File: src/rtl/rv32i_pkg.sv
// Shared RV32I definitions: fetch FSM states, default widths and base opcodes.
package rv32i_pkg;

  localparam int          XLEN_DEFAULT = 32;
  localparam logic [31:0] NOP_INSTR    = 32'h0000_0013;

  localparam logic [6:0] OP_LOAD   = 7'b0000011;
  localparam logic [6:0] OP_STORE  = 7'b0100011;
  localparam logic [6:0] OP_RTYPE  = 7'b0110011;
  localparam logic [6:0] OP_BRANCH = 7'b1100011;
  localparam logic [6:0] OP_JAL    = 7'b1101111;

  typedef enum logic [1:0] {
    REQ  = 2'd0,
    WAIT = 2'd1,
    HOLD = 2'd2
  } fetch_state_t;

endpackage

File: src/rtl/instr_fields.sv
// Combinational slicer splitting a 32-bit RV32I word into its base fields.
module instr_fields (
  input  logic [31:0] instr,
  output logic [6:0]  op_code,
  output logic [2:0]  func3,
  output logic [6:0]  func7,
  output logic [4:0]  rd,
  output logic [4:0]  rs1,
  output logic [4:0]  rs2
);

  assign op_code = instr[6:0];
  assign rd      = instr[11:7];
  assign func3   = instr[14:12];
  assign rs1     = instr[19:15];
  assign rs2     = instr[24:20];
  assign func7   = instr[31:25];

endmodule

File: src/rtl/fetch_unit.sv
// Single-outstanding instruction fetch: request word at pc, hold it for decode,
// and squash in-flight or held fetches when a redirect arrives.
module fetch_unit
  import rv32i_pkg::*;
#(
  parameter int              XLEN     = XLEN_DEFAULT,
  parameter logic [XLEN-1:0] RESET_PC = '0
) (
  input  logic            clk,
  input  logic            rst,
  output logic            imem_req_valid,
  input  logic            imem_req_ready,
  output logic [XLEN-1:0] imem_req_addr,
  input  logic            imem_rsp_valid,
  input  logic [31:0]     imem_rsp_data,
  output logic            instr_valid,
  input  logic            instr_ready,
  output logic [31:0]     instr,
  output logic [XLEN-1:0] instr_pc,
  output logic [6:0]      op_code,
  output logic [2:0]      func3,
  output logic [6:0]      func7,
  output logic [4:0]      rd,
  output logic [4:0]      rs1,
  output logic [4:0]      rs2,
  input  logic            redirect_valid,
  input  logic [XLEN-1:0] redirect_pc
);

  fetch_state_t    state_reg, state_next;
  logic [XLEN-1:0] pc_reg, pc_next;
  logic            discard_reg, discard_next;
  logic [31:0]     instr_reg, instr_next;
  logic [XLEN-1:0] instr_pc_reg, instr_pc_next;

  // Redirect targets are always word aligned; the low bits are dropped.
  logic unused_redirect_lsbs;
  assign unused_redirect_lsbs = &{1'b0, redirect_pc[1:0]};

  always_ff @(posedge clk) begin
    if (rst) begin
      state_reg    <= REQ;
      pc_reg       <= RESET_PC;
      discard_reg  <= 1'b0;
      instr_reg    <= NOP_INSTR;
      instr_pc_reg <= RESET_PC;
    end else begin
      state_reg    <= state_next;
      pc_reg       <= pc_next;
      discard_reg  <= discard_next;
      instr_reg    <= instr_next;
      instr_pc_reg <= instr_pc_next;
    end
  end

  always_comb begin
    state_next    = state_reg;
    pc_next       = pc_reg;
    discard_next  = discard_reg;
    instr_next    = instr_reg;
    instr_pc_next = instr_pc_reg;

    if (redirect_valid) begin
      pc_next = {redirect_pc[XLEN-1:2], 2'b00};
    end

    unique case (state_reg)
      REQ: begin
        // A request accepted alongside a redirect still carries the old pc,
        // so its response must be thrown away.
        if (imem_req_ready) begin
          state_next   = WAIT;
          discard_next = redirect_valid;
        end
      end
      WAIT: begin
        if (imem_rsp_valid) begin
          state_next   = REQ;
          discard_next = 1'b0;
          if (!redirect_valid && !discard_reg) begin
            instr_next    = imem_rsp_data;
            instr_pc_next = pc_reg;
            state_next    = HOLD;
          end
        end else if (redirect_valid) begin
          discard_next = 1'b1;
        end
      end
      HOLD: begin
        if (redirect_valid) begin
          state_next = REQ;
        end else if (instr_ready) begin
          pc_next    = pc_reg + XLEN'(4);
          state_next = REQ;
        end
      end
      default: begin
        state_next = REQ;
      end
    endcase
  end

  always_comb begin
    imem_req_valid = !rst && (state_reg == REQ);
    instr_valid    = !rst && (state_reg == HOLD);
  end

  assign imem_req_addr = pc_reg;
  assign instr         = instr_reg;
  assign instr_pc      = instr_pc_reg;

  instr_fields u_instr_fields (
    .instr   (instr_reg),
    .op_code (op_code),
    .func3   (func3),
    .func7   (func7),
    .rd      (rd),
    .rs1     (rs1),
    .rs2     (rs2)
  );

endmodule

File: config.mk
export PLATFORM = sky130hd
export DESIGN_NAME = fetch_unit
export DESIGN_NICKNAME = d
export VERILOG_FILES = /design/src/rtl/rv32i_pkg.sv /design/src/rtl/instr_fields.sv /design/src/rtl/fetch_unit.sv
export SDC_FILE = /design/constraint.sdc
export NUM_CORES = 1
export LEC_CHECK = 0
export ABC_AREA = 1
export CORE_MARGIN = 5
export CORE_UTILIZATION = 30
export DETAILED_ROUTE_END_ITERATION = 10
export GPL_ROUTABILITY_DRIVEN = 0
export PLACE_DENSITY = 0.63
export SYNTH_ARGS = -nofsm -noshare
export SYNTH_HDL_FRONTEND = slang
export SYNTH_HIERARCHICAL = 1
export SYNTH_SLANG_ARGS = --single-unit
export TNS_END_PERCENT = 50
File: constraint.sdc
create_clock -name clk -period 4.2 [get_ports clk]
set_input_delay 0.84 -clock clk [delete_from_list [all_inputs] [get_ports clk]]
set_output_delay 0.84 -clock clk [all_outputs]
set_load 0.005 [all_outputs]
### Yosys cells after proc, flatten, opt, wreduce, memory -nomap -nowiden

Cells that the tools add are included.

* register bits: 99
* bits of input ports: 70
* word-level logic and storage cells: 37

* add/sub/neg operators: 1
* equality and inequality tests: 6
* mux-type cells: 14
* reductions and logical operators: 11

Operators by type and width (count)
* $mux 32: 4
* $add 32x3->32 const B: 1
* $mux 2: 5
* $reduce_and 3->1: 3
* $ne 3x3->1 const B: 2
* $pmux 2 s3: 1
* $ne 2x2->1 const B: 2
* $logic_and 1x1->1: 3
* $logic_not 1->1: 3
* $mux 1: 3
* $eq 2x1->1 const B: 1
* $eq 2x2->1 const B: 1
* $logic_not 2->1: 1
* $pmux 1 s2: 1
* $reduce_bool 2->1: 1

### Depth between registers and ports, before layout

Gate-level depths: netlist of run 1.

* word-level depth: 5
* gate-level depth with buffers: 12
* depth with buffers taken out: 12

### By module

Netlist of run 1, hierarchy kept.

Modules (own cells, without submodules)
* fetch_unit: instances 1, cells each 701, area each 4779.6 um^2, seq. area each 1981.9 um^2
* instr_fields: instances 1, cells each 32, area each 240.2 um^2, seq. area each 0.0 um^2

### Least setup slack after synthesis of run 1

OpenSTA, ideal clock, no wires.

* path kind: input -> output
* from: input rst
* to: output instr_valid
* arrival: 1.216 ns
* data required time: 3.360 ns
* slack: 2.144 ns
* stages: 2
* path through: buf_1 -> nor2_1

* cells in the longest elaborated chain, start to end: 2

Ends and longest elaborated chain
* from (decl): line fetch_unit.sv:10 `input logic rst,`
* $logic_not 1->1: line fetch_unit.sv:105 `instr_valid = !rst && (state_reg == HOLD);`
* $logic_and 1x1->1: line fetch_unit.sv:105
* to (decl): line fetch_unit.sv:16 `output logic instr_valid,`

No other way between the ends.

### Worst setup path in the final report of run 1

* from: input rst
* to: output imem_req_valid

* cells in the longest elaborated chain, start to end: 2

Ends and longest elaborated chain
* $logic_not 1->1: line fetch_unit.sv:104 `imem_req_valid = !rst && (state_reg == REQ);`
* $logic_and 1x1->1: line fetch_unit.sv:104
* to (decl): line fetch_unit.sv:11 `output logic imem_req_valid,`

No other way between the ends.

==> metrics.yaml, run 1 <==
synth:
  syn_area_um2: 5020
  gate_count_of_the_mapped_netlist: 733
  syn_area_per_cell_um2: 6.85
  dominantRegCellSynth: "dfxtp_1"
  yosys_register_bits: 99
  post_synth_num_cell_types: 36
  syn_nets: 804
  seq_area_frac_synth: 0.395
  yosysWarnings: 6
  synth-edff-count: 0
  async_set_or_reset_register_ratio_after_synthesis: 0
clocking:
  insertion_delay_ns: 0.35
  cts_buffers: 9
  clock_slew_at_the_register_clock_pins_of_the_worst_setup_and_hold_paths_ns: 0.06
  post_cts_resized: 0
  max-clock-path-buffers: 2
  tritoncts: "done"
  cts_hold_repair.buffers: 0
  clock_tree.htree_level_count: 3
  total_number_of_clock_tree_sinks: 99
  post_cts.repair.setup_buffers: 0
  clock-root-buffer: "clkbuf_16"
timing:
  timing_max_transition_violations_final: 0
  finalSetupTns_ns: 0
  setup_violating_endpoint_count_in_the_final_report: 0
  layout_worst_path_cycle_share: 0.664
  rsz_0062_raised_after_global_routing: "no"
  finalHoldViolations: 0
  fin_crit_ns: 2.79
  worst_slew_margin_rel: 0.482
  worst-slew-pin-transition_ns: 0.776
  skew_ns: 0.00890
  clock.fmax_mhz: 358
flow_run:
  max_cap_violations: 0
setup_path:
  critPathSlowestCell: "clkdlybuf4s50_1"
  reg2reg_setup_slack_ns: 2.32
  worstSetupStartpoint: "rst"
  peak_fanout_along_the_critical_path: 3
  cp-endpoint: "imem_req_valid"
  cpPeakStageDelay_ns: 0.52
  rr_endpoint: "imem_req_addr[22]$_SDFF_PP0_"
  critPathLaunchType: "input pin"
  timing.rr.start: "state_reg[0]$_SDFFE_PP0P_"
  cp_data_arrival_time_ns: 1.95
  crit_path_cell_trace: "clkdlybuf4s50_1, nor2_1, clkdlybuf4s50_1"
  timing_worst_setup_path_type: "input pin to primary output"
  timing.critical_path.to_type: "primary output"
  worstPathRequired_ns: 3.36
  rr_worst_depth: 9
  critical_path.most_common_cell: "clkdlybuf4s50_1"
finish:
  finalNetCount: 951
  mostFrequentLayoutCell: "clkdlybuf4s50_1"
  antenna-diode-count: 0
  fill_count: 1733
  most_used_cells_in_the_layout_excluding_fill_and_tap_cells: "197 x clkdlybuf4s50_1, 129 x nor2_1, 125 x nand2_1"
  layout.cell_area.non_filler_um2: 7250
  syn_to_final_growth_pct: 44.4
  layout-drive-gt1-share: 0.0599
floorplan:
  die_w_um: 139
  top_level_ports: 200
  fp.dieArea_um2: 19400
  start_util: 0.304
  chipHeight_um: 139
  rows: 47
  fp.coreArea_um2: 16500
power_and_ir_drop:
  p_leak_nw: 2.76
  cellPowerDensity_nw_per_um2: 315
  ir_drop_mv: 0.188
run_status:
  run_status: "completed"
placed_design:
  post-dp-hpwl_mm: 12.0
  post_dp_cell_area_um2: 6920
  io_buffers: 197
route:
  viasPerCell: 4.55
  antenna_violating_nets_post_route: 0
  drt_pre_antenna_iters: 5
  first_iteration_detailed_routing_drc_count: 259
  detail_route.drc_violations: 0
  routed_wire_length_per_instance_um: 14.9
  drt_wl_total_mm: 16.5
  dr_total_vias: 5031
grt:
  grt_start_max_net_pins: 51
  grt_antenna_before_repair: 0
  global_route_wire_length_before_repair_mm: 26.1
  overflow: 0
  gr-usage-all-layers: 0.165
  first_global_vias: 4822
hold_path:
  worst_hold_path_type: "flip-flop to flip-flop"
==> routing by layer <==
layer	track usage	part of all wire
met5	0	0
met4	0.0402	0.013
met3	0.0528	0.082
met2	0.275	0.46
met1	0.208	0.45
==> area by class of cell <==
cell class,instances,area (um^2),share of cell area
multi-input combinational,502,2380,0.328
timing repair buffer,203,2040,0.282
sequential,99,1980,0.273
tap,220,275,0.0380
clock buffer,12,256,0.0354
inverter,65,244,0.0337
clock inverter,4,72.6,0.0100
==> synth_stat cells (6+ instances only) <==
master | count | area, um^2
nor2_4 | 7 | 78.8
buf_4 | 37 | 278
buf_2 | 15 | 75.1
inv_1 | 61 | 229
nand3_1 | 25 | 125
nor2_1 | 129 | 484
a21oi_1 | 58 | 290
o21ai_0 | 96 | 480
nor2_2 | 6 | 37.5
dfxtp_1 | 99 | 1980
o21ai_1 | 12 | 60.1
nand2_1 | 125 | 469
nand4_1 | 7 | 43.8
clkbuf_1 | 12 | 45.0
==> through the flow <==
stage / cells / total power [mW] / setup WS, ns / hold WS, ns / utilization
global route: 1105 / 2.39 / 1.24 / 0.465 / 0.439
finish: 1105 / 2.29 / 1.41 / 0.447 / 0.439
detailed placement: 1089 / 1.39 / 1.05 / 0.437 / 0.419
CTS: 1105 / 2.32 / 1.40 / 0.449 / 0.439
global placement: 1089 / 1.39 / 1.10 / 0.434 / 0.419
floorplan: 733 / 1.19 / 2.14 / 0.424 / -
==> critical path: cells and delay by family <==
family / cells / cell delay [ns]
buffers and inverters: 2 / 0.96
AND/OR/NAND/NOR: 1 / 0.15
==> worst min path at each step <==
stage | start | to | slack (ns) | cells past startpoint
finish | discard_reg$_SDFFE_PP0P_ | discard_reg$_SDFFE_PP0P_ | 0.45 | 2
global route | discard_reg$_SDFFE_PP0P_ | discard_reg$_SDFFE_PP0P_ | 0.47 | 2
CTS | discard_reg$_SDFFE_PP0P_ | discard_reg$_SDFFE_PP0P_ | 0.45 | 2
detailed placement | discard_reg$_SDFFE_PP0P_ | discard_reg$_SDFFE_PP0P_ | 0.44 | 2
global placement | discard_reg$_SDFFE_PP0P_ | discard_reg$_SDFFE_PP0P_ | 0.43 | 2
floorplan | discard_reg$_SDFFE_PP0P_ | discard_reg$_SDFFE_PP0P_ | 0.42 | 2
==> power by group <==
group	switching (mW)	total (mW)	internal, mW
registers	0.0459	1.03	0.983
logic	0.145	0.338	0.193
clock network	0.364	0.918	0.554
==> cells by family after synthesis <==
kind of cell,count (synthesis),synth area share
compound gates,179,0.186
flops,99,0.395
fa+ha+maj,1,0.00249
buf+inv,132,0.132
simple gates,319,0.279
xor+xnor,3,0.00524
Power figures use the tool's default switching activity.
==> run 2: changes to the inputs <==
==> constraint.sdc (replaced) <==
create_clock -name clk -period 2.9 [get_ports clk]
set_input_delay 0.58 -clock clk [delete_from_list [all_inputs] [get_ports clk]]
set_output_delay 0.58 -clock clk [all_outputs]
set_load 0.005 [all_outputs]
==> run 2 against run 1 <==
Effect of this change: wire length grew 0.96%; utilization is 0.53 points higher; critical path depth did not move; flip-flop and latch count did not move; clock-buffer cell count down 1; total power rose by 50%; global-route usage up 0.50 points; largest cell class unchanged; hold slack better by 0.0041 ns; sequential share of layout area down 0.33 points; largest power group unchanged; sequential power rose by 45%; design area grew 1.2%; first-iteration DRC count shrank 8.5%.
==> metrics.yaml, run 2 (synthesized netlist as in run 1, its figures left out) <==
finish:
  antenna-diode-count: 0  # unchanged
  syn_to_final_growth_pct: 46.2
  fin_util: 0.444  # +0.00530
  sequential_cell_area_um2: 1980  # unchanged
  mostFrequentLayoutCell: "clkdlybuf4s50_1"
  layout-drive-gt1-share: 0.0673  # +0.00745
  most_used_cells_in_the_layout_excluding_fill_and_tap_cells: "197 x clkdlybuf4s50_1, 129 x nor2_1, 125 x nand2_1"
  finalNetCount: 957  # +0.63%
  fill_count: 1687  # -2.7%
  multi_input_area_um2: 2380  # unchanged
  layout.cell_area.non_filler_um2: 7340  # +1.2%
floorplan:
  fp.dieArea_um2: 19400  # unchanged
  rows: 47  # unchanged
  fp.coreArea_um2: 16500  # unchanged
  start_util: 0.304  # unchanged
  chipHeight_um: 139  # unchanged
  top_level_ports: 200  # unchanged
  die_w_um: 139  # unchanged
clocking:
  max-clock-path-buffers: 2  # unchanged
  total_number_of_clock_tree_sinks: 99  # unchanged
  post_cts_resized: 0  # unchanged
  post_cts.repair.setup_buffers: 0  # unchanged
  clock-root-buffer: "clkbuf_16"
  clock_tree.htree_level_count: 3  # unchanged
  tritoncts: "done"
  clock_slew_at_the_register_clock_pins_of_the_worst_setup_and_hold_paths_ns: 0.06  # about the same
  insertion_delay_ns: 0.35  # about the same
  cts_buffers: 9  # unchanged
  cts_hold_repair.buffers: 0  # unchanged
timing:
  finalSetupTns_ns: 0  # unchanged
  worst-slew-pin-transition_ns: 0.509  # -0.267 ns
  rsz_0062_raised_after_global_routing: "no"
  setup_ws_ns: 0.581  # -0.829 ns
  layout_worst_path_cycle_share: 0.800
  worst_slew_margin_rel: 0.660  # +0.179
  clock.fmax_mhz: 431
  fin_crit_ns: 2.32
  skew_ns: 0.00836  # -0.000537 ns
  timing_max_transition_violations_final: 0  # unchanged
  setup_violating_endpoint_count_in_the_final_report: 0  # unchanged
  finalHoldViolations: 0  # unchanged
grt:
  gr-usage-all-layers: 0.170  # +0.00503
  global_route_wire_length_before_repair_mm: 26.8  # +2.9%
  first_global_vias: 4874  # +1.1%
  grt_start_max_net_pins: 43  # -16%
  grt_antenna_before_repair: 0  # unchanged
  overflow: 0  # unchanged
route:
  drt_pre_antenna_iters: 5  # unchanged
  antenna_violating_nets_post_route: 0  # unchanged
  routed_wire_length_per_instance_um: 15.0  # +0.41%
  viasPerCell: 4.62  # +1.5%
  first_iteration_detailed_routing_drc_count: 237  # -8.5%
  drt_wl_total_mm: 16.7  # +0.96%
  detail_route.drc_violations: 0  # unchanged
  dr_total_vias: 5132  # +2.0%
power_and_ir_drop:
  p_leak_nw: 2.81  # +1.6%
  cellPowerDensity_nw_per_um2: 469  # +49%
  ir_drop_mv: 0.266  # +41%
placed_design:
  dp_slack_ns: 0.592  # -0.463 ns
  io_buffers: 197  # unchanged
  post_dp_cell_area_um2: 6980  # +0.83%
  post-dp-hpwl_mm: 12.4  # +3.6%
flow_run:
  max_cap_violations: 0  # unchanged
setup_path:
  critical_path.most_common_cell: "clkdlybuf4s50_1"
  cpPeakStageDelay_ns: 0.52  # about the same
  timing_worst_setup_path_type: "input pin to primary output"
  reg2reg_setup_slack_ns: 1.18  # -1.14 ns
  worstPathRequired_ns: 2.32  # -1.04 ns
  timing.critical_path.to_type: "primary output"
  worstSetupStartpoint: "rst"
  critPathSlowestCell: "clkdlybuf4s50_1"
  timing.rr.start: "imem_req_addr[2]$_SDFF_PP0_"
  critPathLaunchType: "input pin"
  cp_data_arrival_time_ns: 1.74  # -0.21 ns
  peak_fanout_along_the_critical_path: 4  # +1
  crit_path_cell_trace: "clkdlybuf4s50_1, nor2_1, clkdlybuf4s50_1"
run_status:
  run_status: "completed"
hold_path:
  worst_hold_startpoint: "discard_reg$_SDFFE_PP0P_"
  worst_hold_path_type: "flip-flop to flip-flop"
[run 2: changes by cell type in the layout (fill, tap and decap cells not counted), sizes merged]
cell and delta:
bufinv +1, clkinv -1, inv +1, clkbuf -1
buf +6
[run 2: through the flow]
stage / hold WS (ns) / power, mW / instances
after CTS: 0.452 / 3.48 / 1111
after global placement: 0.438 / 2.02 / 1095
after floorplan: 0.424 / 1.72 / 733
after detailed placement: 0.442 / 2.02 / 1095
final: 0.451 / 3.44 / 1111
after global routing: 0.478 / 3.59 / 1111
[run 2: power by group]
part	switching [mW]	internal [mW]	leakage, nW
Combinational	0.211	0.284	1.83
Sequential	0.0662	1.42	0.808
Clock	0.560	0.895	0.172
Total	0.837	2.60	2.81
[run 2: layout make-up]
class | instances | share of cell area
Sequential cell | 99 | 0.270
Inverter | 65 | 0.0333
Timing Repair Buffer | 209 | 0.286
Clock buffer | 11 | 0.0344
Multi-Input combinational cell | 502 | 0.324
Tap cell | 220 | 0.0375
Clock inverter | 5 | 0.0145
[run 2: critical path: cells and delay by family]
family,cells,cell delay (ns)
simple gates,1,0.17
buf+inv,2,0.99
[run 2: routing by layer]
layer | global-route usage | vias up | part of all wire
li1 | - | 2635 | -
met1 | 0.228 | 2314 | 0.45
met2 | 0.275 | 164 | 0.47
met3 | 0.0370 | 19 | 0.066
met4 | 0.0505 | 0 | 0.015
met5 | 0 | - | 0
[run 2: final timing paths]
check,depth (start not counted),to
worst max-delay path,3,imem_req_valid
worst min-delay path,2,discard_reg$_SDFFE_PP0P_
worst max register to register,12,imem_req_addr[26]$_SDFF_PP0_
worst min register to register,2,discard_reg$_SDFFE_PP0P_
